--- src/rtl/serial_subtractor.sv ---
// rtl/serial_subtractor.sv - bit-serial unsigned subtractor, LSB first, start/busy/done handshake
module serial_subtractor #(
    parameter int WIDTH = 8
) (
    input  logic             clk,
    input  logic             rst_n,
    input  logic             start,
    input  logic [WIDTH-1:0] A,
    input  logic [WIDTH-1:0] B,
    output logic             busy,
    output logic             done,
    output logic [WIDTH-1:0] D,
    output logic             Bout
);

    localparam int CW = $clog2(WIDTH + 1);
    localparam logic [CW-1:0] LAST = CW'(WIDTH - 1);

    // Encoding chosen so busy and done are plain state flop bits.
    typedef enum logic [1:0] {
        IDLE = 2'b00,
        RUN  = 2'b10,
        DONE = 2'b11
    } state_t;

    state_t           state, state_n;
    logic [WIDTH-1:0] ra, rb, rd, rd_nxt;
    logic             bor;
    logic [CW-1:0]    cnt;
    logic             a, b, d, bor_nxt;

    assign busy = state[1];
    assign done = state[0];

    always_comb begin
        a       = ra[0];
        b       = rb[0];
        d       = a ^ b ^ bor;
        bor_nxt = (~a & b) | (~(a ^ b) & bor);
        rd_nxt  = rd >> 1;
        rd_nxt[WIDTH-1] = d;
    end

    always_ff @(posedge clk or negedge rst_n) begin
        if (!rst_n) begin
            state <= IDLE;
        end else begin
            state <= state_n;
        end
    end

    always_comb begin
        state_n = state;
        case (state)
            IDLE:    if (start) state_n = RUN;
            RUN:     if (cnt == LAST) state_n = DONE;
            DONE:    state_n = IDLE;
            default: state_n = IDLE;
        endcase
    end

    always_ff @(posedge clk or negedge rst_n) begin
        if (!rst_n) begin
            ra   <= '0;
            rb   <= '0;
            rd   <= '0;
            bor  <= 1'b0;
            cnt  <= '0;
            D    <= '0;
            Bout <= 1'b0;
        end else begin
            case (state)
                IDLE: begin
                    if (start) begin
                        ra  <= A;
                        rb  <= B;
                        bor <= 1'b0;
                        cnt <= '0;
                    end
                end
                RUN: begin
                    ra  <= ra >> 1;
                    rb  <= rb >> 1;
                    rd  <= rd_nxt;
                    bor <= bor_nxt;
                    cnt <= cnt + CW'(1);
                    // Results are published only on the last bit so D/Bout never show partial data.
                    if (cnt == LAST) begin
                        D    <= rd_nxt;
                        Bout <= bor_nxt;
                    end
                end
                default: ;
            endcase
        end
    end

endmodule

--- config.mk ---
export PLATFORM = sky130hd
export DESIGN_NAME = serial_subtractor
export DESIGN_NICKNAME = d
export VERILOG_FILES = /design/src/rtl/serial_subtractor.sv
export SDC_FILE = /design/constraint.sdc
export NUM_CORES = 1
export LEC_CHECK = 0
export ABC_AREA = 1
export CORE_UTILIZATION = 35
export DETAILED_ROUTE_END_ITERATION = 8
export GPL_TIMING_DRIVEN = 0
export PLACE_DENSITY_LB_ADDON = 0.3
export SLEW_MARGIN = 10
export SYNTH_ARGS = -nofsm -noshare
export SYNTH_HDL_FRONTEND = slang
export SYNTH_SLANG_ARGS = --single-unit
--- constraint.sdc ---
create_clock -name clk -period 2.1 [get_ports clk]
set_input_delay 0.63 -clock clk [delete_from_list [all_inputs] [get_ports clk]]
set_output_delay 0.63 -clock clk [all_outputs]
set_load 0.02 [all_outputs]
==> results by group <==
Synthesis
  – Synth Area per Inst: 9.13 sq um
  – Post-synthesis register bit count: 39
  – Biggest area consumer among synthesized cells: dfrtp_1
  – Synth Instances: 187
  – Warnings, synthesis: 0
  – Most common cell in the synthesized netlist: nand2_1
  – Synth top area share: approximately 57%
  – Syn Nets: 208
  – Number of synthesized flops with an enable pin: 0
  – FFs w/ async S/R, synth: 100%
  – Top FF cell, synth: dfrtp_1
  – Synth unique cells: 20
  – Synth cell count leaders: 70 x nand2_1, 41 x nand3_1, 39 x dfrtp_1, 7 x inv_1, 5 x buf_2
  – Ranking of synthesized cells by area: dfrtp_1 57%, nand2_1 15%, nand3_1 12%
  – Sequential area share after synthesis: 57.2%
  – Cell area after synthesis: around 1700 sq um

Placement
  – DP Worst Slack: 374 ps
  – Placer Congestion: 0.772
  – Placed instance count: 270
  – IO buf count: 28
  – DP HPWL: between 2000 and 2500 microns

STA
  – Clock Skew: around 3.0 ps
  – Worst Slack Setup Final: 77.6 ps
  – Max Freq: ~490 MHz
  – Worst rel slew slack: 77.6%
  – Setup repair after global routing missed its margin: no
  – Fin crit share: 96.3%
  – Final setup viols: 0
  – Post-layout min period: approximately 2000 ps
  – Final Hold Fails: 0
  – Fin. max-slew vios: 0
  – Least-Margin Pin Slew: 336 ps

CTS
  – Post-CTS sizing: 0
  – Clk sink count: 39
  – Clock latency on the worst-skew pair: 290 ps
  – Post-CTS Setup Bufs: 0
  – Root buf cell: clkbuf_8
  – Cts bufs inserted: 5
  – CTS clk-pin slew, worst paths: 70 ps
  – CTS tree: built
  – H-tree depth: 2
  – Cts hold-fix bufs: 0
  – Clock Path Buffers: 2

Route
  – DR pass1 iterations: 4
  – Post-route ant nets: 0
  – Via Count: 1312
  – Vias per inst: ~4.7
  – DRC viols: 0
  – Detailed Route Iter0 Violations: 53
  – WL final: 3170 microns
  – WL per Instance: 11.4 microns

Cells and area
  – Layout Cells excl Fill: 277
  – Register area: roughly 980 sq um
  – Layout cells sized above 1: between 10% and 20%
  – Area grow syn2layout: 26.4%
  – Multi-input logic area: 622 sq um
  – Fillers: approximately 480
  – Layout Nets: roughly 240
  – # diodes: 0

Worst setup path
  – Reg2reg end: Bout
  – Max FO, Critical Path: 4
  – Crit-path max cell delay: 640 ps
  – CP Data Arrival Time: 1390 ps
  – Cells along the critical path: clkdlybuf4s50_1
  – FF-to-FF setup slack: 880 ps
  – Slowest-stage cell, CP: clkdlybuf4s50_1
  – Crit start category: flop
  – CP top delay family: buffers and inverters
  – WP data required: 1470 ps
  – R2r worst-path depth: 6
  – FF-to-FF Start: cnt[0]
  – WS Path Type: reg -> out
  – Crit. End Element: output port
  – Buf/Inv on CP: 1
  – Critical path launch point: state[1]

Global routing
  – Initial antenna violation count: 0
  – GRT overflow: 0
  – Total Routing Usage GR: 14.6%
  – Largest net degree at the start of global routing: 28
  – First-pass GRT wire length: 5770 microns
  – Vias in the first global route: 1305

Worst hold path
  – Hold Crit Class: in -> async

Floorplan
  – Rows: 25
  – Die H: just over 70 microns
  – Die area: 5160 sq um
  – Starting density of the core: 36.4%
  – Die width: 71.8 microns
  – IO Pins: 30
  – Core area: 4690 sq um

Outcome
  – Status: finished, final reports clean

Pwr
  – Leakage power: 0.00106 uW
  – Max VDD drop: ~0.43 mV
  – PwrDens: 1390 nW/um^2

Run
  – Maxcap violations: 0
## registers in the layout (all words and copies together) (netlist names)
signal,count
state,2
cnt,4
rb,8
D,8
Bout,1
ra,8
bor,1
rd,7
## worst max-delay path by stage
stage          endpoint  slack, ps  cells past startpoint
6_report           busy         80                      1
5_1_grt            busy         20                      1
4_1_cts            busy         50                      1
3_5_place_dp       busy        370                      1
3_3_place_gp      ra[7]       -560                      1
2_1_floorplan    cnt[0]        820                      5
## kinds of logic after synthesis
group / count (synthesis) / synth area share (%)
AO/OA/AOI/OAI: 9 / 2.71
buffers and inverters: 18 / 6.38
adder cells (fa/ha/maj): 2 / 1.91
flip-flops: 39 / 57.2
AND/OR/NAND/NOR: 119 / 31.8
## placed cells by master (no fill, tap or decap), drive strengths merged, types with 2 or more instances in the layout
cell type | synthesis | layout
nand2 | 73 | 73
o21ai | 8 | 8
nand3 | 41 | 41
buf | 9 | 11
dfrtp | 39 | 39
clkdlybuf4s50 | 0 | 27
nor2 | 2 | 2
clkbuf | 0 | 6
inv | 9 | 9
## power by group
part           switching (uW)  total [uW]  leakage (uW)  internal [uW]
Sequential                202        1250      0.000501           1050
Combinational             691        1240      0.000516            546
Clock                     248         506     0.0000470            257
## layout make-up
class	count	area share [%]
sequential	39	45.2
tap	54	3.13
clock inverter	1	0.232
inverter	9	1.80
timing repair buffer	29	13.7
buffer	9	3.25
clock buffer	6	3.83
multi-input combinational	130	28.8
## stage by stage
| stage | hold WS (ps) | utilization (%) | instance area (sq um) | total power (uW) | TNS, ps |
|---|---|---|---|---|---|
| 2_1_floorplan | 334 | - | 1710 | 2090 | 0 |
| 3_3_place_gp | 452 | 43.8 | 2050 | 2490 | -21780 |
| 3_5_place_dp | 459 | 44.1 | 2070 | 2540 | 0 |
| 4_1_cts | 228 | 46.0 | 2160 | 3050 | 0 |
| 5_1_grt | 241 | 46.0 | 2160 | 3250 | 0 |
| 6_report | 231 | 46.0 | 2160 | 3000 | 0 |
## metal layers
metal / wire length (microns) / GRT usage (%)
met5: 0 / 0
met4: 69 / 7.63
met1: 1500 / 18.3
met2: 1470 / 23.7
met3: 121 / 3.38
No activity file was read; power rests on OpenSTA's default activity.
